--- config.mk ---
export PLATFORM = sky130hd
export DESIGN_NAME = ahb_data_slave
export DESIGN_NICKNAME = d
export VERILOG_FILES = /design/src/rtl/ahb_data_slave.sv
export SDC_FILE = /design/constraint.sdc
export NUM_CORES = 1
export LEC_CHECK = 0
export BUFFER_PORTS_ARGS = -buffer_cell sky130_fd_sc_hd__buf_2
export CAP_MARGIN = 20
export CORE_MARGIN = 2
export CORE_UTILIZATION = 35
export CTS_BUF_LIST = sky130_fd_sc_hd__clkbuf_8
export CTS_CLUSTER_SIZE = 24
export DETAILED_ROUTE_END_ITERATION = 7
export GPL_ROUTABILITY_DRIVEN = 0
export PLACE_DENSITY = 0.53
export SYNTH_ARGS = -nofsm -noshare
export SYNTH_HDL_FRONTEND = slang
export SYNTH_SLANG_ARGS = --single-unit
--- constraint.sdc ---
create_clock -name hclk -period 2.5 [get_ports hclk]
set_clock_uncertainty 0.2 [all_clocks]
set_input_delay 0.125 -clock hclk [delete_from_list [all_inputs] [get_ports hclk]]
set_output_delay 0.125 -clock hclk [all_outputs]
set_load 0.01 [all_outputs]
--- src/rtl/ahb_data_slave.sv ---
// ahb_data_slave: AHB-Lite slave in front of a small word buffer. Each OKAY
// transfer has a configurable number of wait states. Misaligned or
// out-of-range accesses get a two-cycle ERROR response. Completed OKAY reads
// and writes are counted.
//
// Ports:
//   hclk, hrst           clock, asynchronous active-low reset
//   hsel, htrans, haddr  address phase, qualified by hready
//   hwrite, hready
//   hwdata               write data, data phase
//   hreadyout, hresp     data-phase completion and response
//   hrdata               read data, non-zero only in a read data cycle
//   wr_count, rd_count   completed OKAY write/read counters, wrap at 8 bits
module ahb_data_slave #(
  parameter int unsigned DEPTH       = 16,
  parameter int unsigned WAIT_STATES = 1,
  parameter logic [31:0] BASE_ADDR   = 32'h0000_0000
) (
  input  logic        hclk,
  input  logic        hrst,
  input  logic        hsel,
  input  logic [1:0]  htrans,
  input  logic [31:0] haddr,
  input  logic        hwrite,
  input  logic        hready,
  input  logic [31:0] hwdata,
  output logic        hreadyout,
  output logic        hresp,
  output logic [31:0] hrdata,
  output logic [7:0]  wr_count,
  output logic [7:0]  rd_count
);

  localparam int unsigned DATA_W     = 32;
  localparam int unsigned IDX_W      = (DEPTH > 1) ? $clog2(DEPTH) : 1;
  localparam int unsigned CNT_W      = 8;
  localparam int unsigned WAIT_W     = 3;
  localparam int unsigned WORD_IDX_W = 30;

  localparam logic [1:0] HTRANS_NONSEQ = 2'b10;
  localparam logic [1:0] HTRANS_SEQ    = 2'b11;

  typedef enum logic [2:0] {
    S_IDLE = 3'd0,
    S_WAIT = 3'd1,
    S_DATA = 3'd2,
    S_ERR1 = 3'd3,
    S_ERR2 = 3'd4
  } state_e;

  state_e              state_q, state_d;
  logic [WAIT_W-1:0]   wait_cnt_q, wait_cnt_d;
  logic [IDX_W-1:0]    idx_q, idx_d;
  logic                write_q, write_d;
  logic [CNT_W-1:0]    wr_count_q, wr_count_d;
  logic [CNT_W-1:0]    rd_count_q, rd_count_d;
  logic                hreadyout_q, hreadyout_d;
  logic                hresp_q, hresp_d;
  logic [DATA_W-1:0]   mem_q [DEPTH];
  logic [DATA_W-1:0]   mem_d [DEPTH];

  logic                  addr_phase;
  logic [WORD_IDX_W-1:0] word_idx;
  logic                  addr_ok;
  logic                  take_new;

  // Address-phase decode: a transfer is present only when the bus is ready.
  always_comb begin
    addr_phase = hsel && hready && ((htrans == HTRANS_NONSEQ) || (htrans == HTRANS_SEQ));
    word_idx   = WORD_IDX_W'((haddr - BASE_ADDR) >> 2);
    addr_ok    = (haddr[1:0] == 2'b00) && (word_idx < WORD_IDX_W'(DEPTH));
  end

  // Next-state, buffer update and counters.
  always_comb begin
    state_d    = state_q;
    wait_cnt_d = wait_cnt_q;
    idx_d      = idx_q;
    write_d    = write_q;
    wr_count_d = wr_count_q;
    rd_count_d = rd_count_q;
    mem_d      = mem_q;
    take_new   = 1'b0;

    unique case (state_q)
      S_IDLE: take_new = 1'b1;
      S_WAIT: begin
        if (wait_cnt_q == '0) begin
          state_d = S_DATA;
        end else begin
          wait_cnt_d = wait_cnt_q - WAIT_W'(1);
        end
      end
      S_DATA: begin
        if (write_q) begin
          mem_d[idx_q] = hwdata;
          wr_count_d   = wr_count_q + CNT_W'(1);
        end else begin
          rd_count_d   = rd_count_q + CNT_W'(1);
        end
        state_d  = S_IDLE;
        take_new = 1'b1;
      end
      S_ERR1: state_d = S_ERR2;
      S_ERR2: begin
        state_d  = S_IDLE;
        take_new = 1'b1;
      end
      default: state_d = S_IDLE;
    endcase

    // A new address phase can only land in a cycle that shows hreadyout=1.
    if (take_new && addr_phase) begin
      idx_d   = IDX_W'(word_idx);
      write_d = hwrite;
      if (!addr_ok) begin
        state_d = S_ERR1;
      end else if (WAIT_STATES > 0) begin
        // Counter runs WAIT_STATES-1 down to 0, giving WAIT_STATES wait cycles.
        state_d    = S_WAIT;
        wait_cnt_d = WAIT_W'(WAIT_STATES - 1);
      end else begin
        state_d = S_DATA;
      end
    end

    hreadyout_d = (state_d == S_IDLE) || (state_d == S_DATA) || (state_d == S_ERR2);
    hresp_d     = (state_d == S_ERR1) || (state_d == S_ERR2);
  end

  // State and buffer registers; reset clears everything, including the buffer.
  always_ff @(posedge hclk or negedge hrst) begin
    if (!hrst) begin
      state_q     <= S_IDLE;
      wait_cnt_q  <= '0;
      idx_q       <= '0;
      write_q     <= 1'b0;
      wr_count_q  <= '0;
      rd_count_q  <= '0;
      hreadyout_q <= 1'b1;
      hresp_q     <= 1'b0;
      for (int unsigned i = 0; i < DEPTH; i++) begin
        mem_q[i] <= '0;
      end
    end else begin
      state_q     <= state_d;
      wait_cnt_q  <= wait_cnt_d;
      idx_q       <= idx_d;
      write_q     <= write_d;
      wr_count_q  <= wr_count_d;
      rd_count_q  <= rd_count_d;
      hreadyout_q <= hreadyout_d;
      hresp_q     <= hresp_d;
      for (int unsigned i = 0; i < DEPTH; i++) begin
        mem_q[i] <= mem_d[i];
      end
    end
  end

  // Read data is taken from the buffer during the read data cycle, so a write
  // that completed on the previous edge is already visible.
  assign hrdata    = ((state_q == S_DATA) && !write_q) ? mem_q[idx_q] : '0;
  assign hreadyout = hreadyout_q;
  assign hresp     = hresp_q;
  assign wr_count  = wr_count_q;
  assign rd_count  = rd_count_q;

endmodule
==> results of run 1 <==
-- worst max-delay path, cell delays in order, from the launching register on --
cell and delay (ns):
dfrtp_1 0.38, or4b_4 0.62, buf_6 0.16, nor3_4 0.19, buf_12 0.19, buf_16 0.17
a22oi_2 0.06, nand2_1 0.10, buf_2 0.14
-- state kept, by name (all words and copies together) (netlist names) --
register and flops:
hreadyout 1, hresp 1, wr_count 8, rd_count 8, write_q 1, idx_q 4, state_q 3, mem_q 512
wait_cnt_q 3
-- cells in the mapped netlist (all sizes together) --
library cell  number
nor4b              1
buf               83
xor2               1
nand3b             2
ha                 4
nand4bb            1
dfstp              1
clkbuf            45
mux4             128
dfrtp            540
nand3              9
a21o               1
nand2             55
nand4              5
or4b               1
a21oi              2
or2                1
nor2               8
mux2             517
or3                2
and2               1
nor2b              4
and4bb             1
o21bai             1
and3               4
nand2b             1
nand4b             1
a22oi             64
o21ai              1
inv                6
nor4               8
nor3               5
nor3b              1
xnor2             14
-- metrics by stage --
stage | TNS, ns | setup slack [ns] | utilization (%) | instance area, sq um
detailed placement | 0 | 0.0922 | 38.9 | 26700
floorplan | 0 | 0.339 | - | 24200
global route | -19.54 | -0.631 | 43.8 | 30000
global placement | 0 | 0.107 | 38.9 | 26700
finish | -16.05 | -0.533 | 43.8 | 30000
CTS | -18.50 | -0.610 | 43.2 | 29700
-- report_power, final --
part	internal, mW	switching, mW
Clock	4.42	3.74
Sequential	12.0	1.63
Combinational	6.02	3.91
-- routing by layer --
| metal | track usage [%] | vias to the layer above | part of all wire [%] |
|---|---|---|---|
| li1 | - | 6216 | - |
| met1 | 25.0 | 7746 | 44 |
| met2 | 31.2 | 260 | 49 |
| met3 | 3.76 | 116 | 4.3 |
| met4 | 4.95 | 2 | 2.3 |
| met5 | 0 | - | 0.011 |
-- cells by family after synthesis --
kind of cell	synth area share, %
multiplexers	35.9
buffers and inverters	2.81
AO/OA/AOI/OAI	2.11
XOR/XNOR	0.542
adder cells (fa/ha/maj)	0.207
AND/OR/NAND/NOR	2.51
flip-flops	55.9
-- cell type report --
cell class                      instances  area, sq um  area share (%)
Tap cell                              931         1160            3.88
Sequential cell                       541        13600            45.1
Antenna cell                            4         10.0          0.0333
Timing Repair Buffer                  280         3050            10.2
Inverter                                6         22.5          0.0750
Clock buffer                          117         1610            5.36
Multi-Input combinational cell        844        10300            34.4
Clock inverter                         50          288           0.958
-- timing repair --
action | CTS | global route
pin swaps | 9 | 34
resized for setup | 50 | 56
buffers inserted | 13 | 5
cloned | 5 | 5
endpoints found under the setup margin | 32 | 78
hold buffers | 57 | 0
endpoints found under the hold margin | 1065 | 0
-- how the worst max path moves through the flow --
stage | startpoint | slack, ns | to | cells past startpoint
2_1_floorplan | idx_q[1]$_DFFE_PN0N_ | 0.34 | hrdata[10] | 7
3_3_place_gp | state_q[2]$_DFF_PN0_ | 0.11 | hrdata[6] | 7
3_5_place_dp | state_q[2]$_DFF_PN0_ | 0.09 | hrdata[6] | 7
4_1_cts | write_q$_DFFE_PN0N_ | -0.61 | hrdata[27] | 10
5_1_grt | write_q$_DFFE_PN0N_ | -0.63 | hrdata[30] | 8
6_report | write_q$_DFFE_PN0N_ | -0.53 | hrdata[18] | 8
==> results.md, run 1 <==
Status:
- The flow ran to the end, but the final reports show violations.
- The final reports fail on negative hold slack, negative setup slack.

Layout:
- The number of cells in the finished layout apart from fillers is 2773.
- The layout overhead on the synthesized area is 24.0%.
- The number of fill cells in the layout is 6219.
- Cells with a size suffix above 1 make up a little under three fifths of the layout.
- In the final design database the tool counted approximately 1800 nets.
- The most frequent standard cell in the layout excluding fill and tap cells is dfrtp_1.
- The top cell types in the final layout, fill and taps aside, are dfrtp_1 (537), mux2_2 (483), mux4_2 (128), clkbuf_8 (117), buf_2 (97).

Global routing:
- The largest net degree at the start of global routing is 55.
- For this run, the total global-route usage over all layers was measured as a little under a fifth.
- The first global-routing pass estimated approximately 99 mm of wire.
- The via count of the first global-routing pass is ~16000.
- The initial antenna violation count is 5.
- The total grt overflow is 0.

Timing:
- Setup repair after global routing could not meet its margin everywhere.
- Of the available clock period, the critical path in the final layout requires 121%.
- The worst max-slew margin expressed relative to the limit is approximately two thirds.
- The transition time at the pin with the least slew margin is between 0.4 and 0.5 ns.
- The top achievable clock speed is roughly 330 MHz.
- The hold violation count in the final report is 2.
- The number of pins with negative max-slew slack in the final report is 0.
- For the finished layout, the period the worst path requires is 3.03 ns.
- In the post-route analysis, the smallest setup slack over all paths is -0.533 ns.
- Setup violations remaining at the end of the flow were counted as 32.
- The final worst hold slack is -0.0163 ns.

Worst hold path:
- The capture endpoint of the worst hold path is hreadyout$_DFF_PN1_.
- The worst hold path begins at hsel.
- The class of the tightest hold or removal check is in -> reg.
- Along the worst hold path, the cell count comes to 4.

Critical path:
- The endpoint identified for the worst register-to-register timing path is mem_q[403]$_DFFE_PN0P_.
- The critical path capture point type is an output port.
- The launch instance of the worst register-to-register path is write_q$_DFFE_PN0N_.
- At the worst endpoint, the required time is approximately 2.2 ns.
- Along the worst path, the maximum fanout reaches 7.
- The depth of the worst register-to-register path is 7.
- The setup path with the least slack is of type reg -> out.
- The launching element type of the critical path is a flip-flop.
- The arrival time of data at the critical path endpoint is 2.71 ns.
- In this run the register-to-register setup slack is 0.09 ns.

Routing:
- The pre-antenna-repair detailed-routing pass consisted of 4 iterations.
- The total length of routed wires is roughly 66 mm.
- Using the TritonRoute via totals, the vias-per-cell ratio works out to approximately 5.2.
- The final routed DRC violation total is 0.
- In the final routed layout, each cell accounts on average for about 24 microns.
- The final route contains 14300 vias.
- The detail route stage leaves a number of antenna-violating nets equal to 0.
- For this block, the initial DRC count from the detailed router was roughly 670.

Synthesis:
- Yosys attributes the largest share of cell area to dfrtp_1 (56%), mux2_2 (22%), mux4_2 (12%).
- The post-synthesis sequential element count is ~540.
- The library cell with the largest summed area after synthesis is dfrtp_1.
- For this run, the register share of the synthesized area comes to ~56%.
- Synthesis produced a netlist whose cell count is between 1500 and 2000.
- The average cell area after synthesis is between 15 and 20 sq um.
- The synthesized netlist contains 44 unique library cells.
- The number of nets handed over by synthesis was around 1600.
- The cell area after synthesis is 24200 sq um.
- The fraction of synthesized cell area taken by the top area cell type is a little under three fifths.
- During synthesis, Yosys emitted a total of 0 warnings.

Pwr:
- Total power for the finished layout comes to around 32 mW.
- In this run the static leakage power is 13.3 nW.
- The maximum resistive drop on vdd is roughly 550 uV.
- Dividing total power by cell area gives a power density of approximately 1100 nW/um^2.

Floorplanning:
- The overall die width is roughly 270 microns.
- Once the floorplan was initialized, standard cells occupied a little over a third of the core.
- The y dimension of the die is ~270 microns.
- The floorplan has between 90 and 100 rows.
- The number of top-level design ports is 121.
- The standard cell core area is approximately 69000 sq um.
- The full die area is slightly above 70000 sq um.

Placed design:
- The detailed placement HPWL is 37.4 mm.
- The number of placed instances, taps included, is between 2000 and 3000.
- Buffers placed on the I/O ports in this run total between 100 and 150.

Clock tree:
- The buffer type at the clock tree root is clkbuf_8.
- The H-tree was split into 3 levels.
- The number of clock buffers added by TritonCTS is between 90 and 100.
- The maximum buffer depth of the clock tree is 3.
- The clock latency of the later-clocked register in the worst-skew pair is around 0.70 ns.
- The clock-pin slew on the worst setup and hold paths is around 0.06 ns.
- The CTS sink count is 541.
- The clock tree from TritonCTS is done.

Flow run:
- The number of max-cap violations is 0.
Power figures use the tool's default switching activity.
==> run 2: changes to the inputs <==
--- a/config.mk
+++ b/config.mk
@@ -7,12 +7,12 @@
 export LEC_CHECK = 0
 export BUFFER_PORTS_ARGS = -buffer_cell sky130_fd_sc_hd__buf_2
 export CAP_MARGIN = 20
-export CORE_MARGIN = 2
 export CORE_UTILIZATION = 35
 export CTS_BUF_LIST = sky130_fd_sc_hd__clkbuf_8
 export CTS_CLUSTER_SIZE = 24
 export DETAILED_ROUTE_END_ITERATION = 7
 export GPL_ROUTABILITY_DRIVEN = 0
+export HOLD_SLACK_MARGIN = 0.02
 export PLACE_DENSITY = 0.53
 export SYNTH_ARGS = -nofsm -noshare
 export SYNTH_HDL_FRONTEND = slang
==> constraint.sdc (replaced) <==
create_clock -name hclk -period 2.5 [get_ports hclk]
set_clock_uncertainty 0.2 [all_clocks]
set_input_delay 0.375 -clock hclk [delete_from_list [all_inputs] [get_ports hclk]]
set_output_delay 0.375 -clock hclk [all_outputs]
set_load 0.01 [all_outputs]
==> run 2 against run 1 <==
Net effect:
- clock-buffer cell count is 6 lower
- sequential power hardly changed
- fmax is 5.6% lower
- largest power group unchanged
- register-to-register slack worse by 0.16 ns
- final area is 0.57% higher
- non-clock buffer count is 23 higher
- worst hold slack better by 0.22 ns
- critical path depth stayed put
- the run ends with negative setup slack left
- core utilization is 0.25 points higher
- sequential cell count stayed put
- sequential share of layout area is 0.26 points lower
- critical path type unchanged
==> results.md, run 2 (same netlist as run 1, synthesis figures left out) <==
Critical path:
- The register-to-register setup slack was -0.07 ns (was 0.09 ns).
- The maximum fanout count along the critical path is 6 (was 7).
- The critical path capture point type is an output port (unchanged).
- The depth of the worst register-to-register path is 7 (unchanged).
- The arrival time of data at the critical path endpoint was 2.64 ns (was 2.71 ns).
- The endpoint required time on the critical path is 1.92 ns (was 2.17 ns).
- The launching element type of the critical path was a flip-flop (unchanged).
- The critical path class is reg -> out (unchanged).

Routing:
- The detailed-router iteration count before antenna repair came to 4 (unchanged).
- The initial detailed-routing violation count is 644 (was 674).
- The final routed DRC violation total is 0 (unchanged).
- The count of antenna-violating nets left after detailed routing was 0 (unchanged).
- The total number of vias is 14400 (was 14300).
- The total length of routed wires came to 64.6 mm (was 65.6 mm).
- The final routed wire length divided by cell count is 23.2 microns (was 23.6 microns).
- The number of vias per cell is 5.15 (was 5.17).

Pwr:
- The areal power density over the cells came to 1060 nW/um^2 (about the same).
- The design internal power is 22.7 mW (was 22.5 mW).
- The switching power summed over all nets is 9.32 mW (was 9.29 mW).
- The maximum resistive drop on vdd is 465 uV (was 547 uV).
- The leakage power is 13.4 nW (was 13.3 nW).
- The clock group share of total power is 24.1% (was 25.7%).
- The final total power is 32.0 mW (was 31.7 mW).
- The share of total power in sequential cells is 42.6% (was 43.0%).
- The combinational share of power was 33.3% (was 31.3%).
- The switching share of total power is 29.1% (was 29.3%).

Floorplanning:
- The number of top-level design ports came to 121 (unchanged).
- The standard cell core area came to 68600 sq um (unchanged).
- The full die area was 70300 sq um (was 71300 sq um).
- The overall die width came to 265 microns (was 267 microns).
- The number of rows in the core area came to 96 (unchanged).
- The y dimension of the die is 265 microns (was 267 microns).
- The effective utilization at floorplan is 35.3% (unchanged).

Clock tree:
- The number of H-tree levels came to 3 (unchanged).
- The clock-pin slew on the worst setup and hold paths is 0.06 ns (about the same).
- The buffer type at the clock tree root is clkbuf_8 (unchanged).
- The clock tree from TritonCTS is done (unchanged).
- The maximum buffer depth of the clock tree is 3 (unchanged).
- The clock latency of the later-clocked register in the worst-skew pair came to 0.69 ns (was 0.70 ns).
- The CTS sink count came to 541 (unchanged).
- The number of clock buffers inserted by TritonCTS is 96 (was 95).

Status:
- Violations in the final reports: negative setup slack (was negative hold slack, negative setup slack).
- Status: finished, violations left (unchanged).

Layout:
- The sequential cell area is 13600 sq um (unchanged).
- The number of fill cells in the layout was 6152 (was 6219).
- Commonest cells after routing, fill and taps aside: dfrtp_1 (537), mux2_2 (449), mux4_2 (128), clkbuf_8 (111), buf_2 (107) (was dfrtp_1 (537), mux2_2 (483), mux4_2 (128), clkbuf_8 (117), buf_2 (97)).
- The layout overhead on the synthesized area came to 24.7% (was 24.0%).
- The end-of-flow core utilization was 44.0% (was 43.8%).
- The register with the most flip-flops is mem_q (unchanged).
- The design area came to 30200 sq um (was 30000 sq um).
- The flip-flop count of the largest register, all copies and words added is 512 (unchanged).
- The area of the multi-input gates is 10500 sq um (was 10300 sq um).
- The final net count came to 1867 (was 1843).
- The most frequent standard cell in the layout excluding fill and tap cells was dfrtp_1 (unchanged).
- The fraction of layout cells with a size suffix above 1 is 58.9% (was 57.5%).

Flow run:
- The number of max-cap violations is 0 (unchanged).

Timing:
- The total of endpoints with negative setup slack in the final report is 65 (was 32).
- The worst max-slew margin expressed relative to the limit is 63.1% (was 67.3%).
- The transition time at the pin with the least slew margin is 0.553 ns (was 0.486 ns).
- The final worst hold slack came to 0.208 ns (was -0.0163 ns).
- The number of pins with negative max-slew slack in the final report was 0 (unchanged).
- The final setup slack of the worst path was -0.713 ns (was -0.533 ns).
- The hold violation count in the final report is 0 (was 2).
- Setup repair after global routing missed its margin: yes (unchanged).
- The top achievable clock speed was 311 MHz (was 330 MHz).
- The fraction of the cycle the final worst path needs is 129% (was 121%).
- The minimum clock period came to 3.21 ns (was 3.03 ns).

Placed design:
- The worst setup timing slack at the placement stage is -0.133 ns (was 0.0922 ns).
- The detailed placement HPWL is 39.1 mm (was 37.4 mm).
- The number of port buffers is 119 (unchanged).
- The standard cell area after detailed placement is 27100 sq um (was 26700 sq um).

Global routing:
- The total grt overflow is 0 (unchanged).
- The global-route total usage across every layer came to 18.8% (was 18.7%).
- The largest net degree at the start of global routing was 97 (was 55).
- The initial antenna violation count was 4 (was 5).
- The via count of the first global-routing pass is 16000 (was 15700).
- The wire length of the first global-routing pass is 99.2 mm (was 99.5 mm).

Worst hold path:
- The class of the tightest hold or removal check is in -> async (was in -> reg).
run 2: per-layer routing:
layer | global-route usage (%) | routed length, microns
met4 | 5.98 | 1650
met5 | 0 | 27
met3 | 3.23 | 2290
met2 | 30.9 | 31600
met1 | 25.3 | 29100
run 2: what timing repair did:
item | in CTS | in global routing
gates resized for setup | 47 | 110
endpoints found under the setup margin | 32 | 41
cloned | 1 | 2
setup buffers | 5 | 17
hold endpoints to repair | 918 | 0
hold buffers | 45 | 0
pin swaps | 24 | 30
run 2: cell type report:
type / instances / share of cell area, %
clock inverters: 53 / 0.886
well taps: 931 / 3.86
flip-flops and latches: 541 / 44.9
inverters: 6 / 0.0746
clock buffers: 111 / 5.06
multi-input cells: 844 / 34.9
diodes: 1 / 0.00828
repair buffers: 303 / 10.3
run 2: stage by stage:
stage	setup TNS (ns)	std cells
4_1_cts	-25.81	2772
6_report	-22.11	2790
2_1_floorplan	0	1519
3_5_place_dp	-2.41	2557
5_1_grt	-27.72	2790
3_3_place_gp	-1.75	2557
run 2: worst paths after layout:
path,start,endpoint
min,hrst,idx_q[0]$_DFFE_PN0N_
max in group asynchronous,hrst,mem_q[68]$_DFFE_PN0P_
min in group hclk,htrans[1],hreadyout$_DFF_PN1_
max,write_q$_DFFE_PN0N_,hrdata[14]
min reg2reg,wr_count[7]$_DFFE_PN0P_,wr_count[7]$_DFFE_PN0P_
max reg2reg,idx_q[1]$_DFFE_PN0N_,mem_q[498]$_DFFE_PN0P_
run 2: power groups by stage:
stage,clock network [mW],logic [mW],registers [mW]
2_1_floorplan,0,7.15,13.2
3_3_place_gp,0,9.59,13.6
3_5_place_dp,0,9.82,13.8
4_1_cts,8.00,10.2,13.6
5_1_grt,8.39,11.5,14.1
6_report,7.72,10.7,13.7
run 2: worst max-delay path, stage by stage (launching register included):
cell,delay [ns]
dfrtp_1,0.37
or4b_4,0.65
nor3_4,0.19
buf_6,0.15
buf_12,0.14
buf_12,0.14
a22oi_2,0.06
nand2_1,0.10
buf_2,0.14
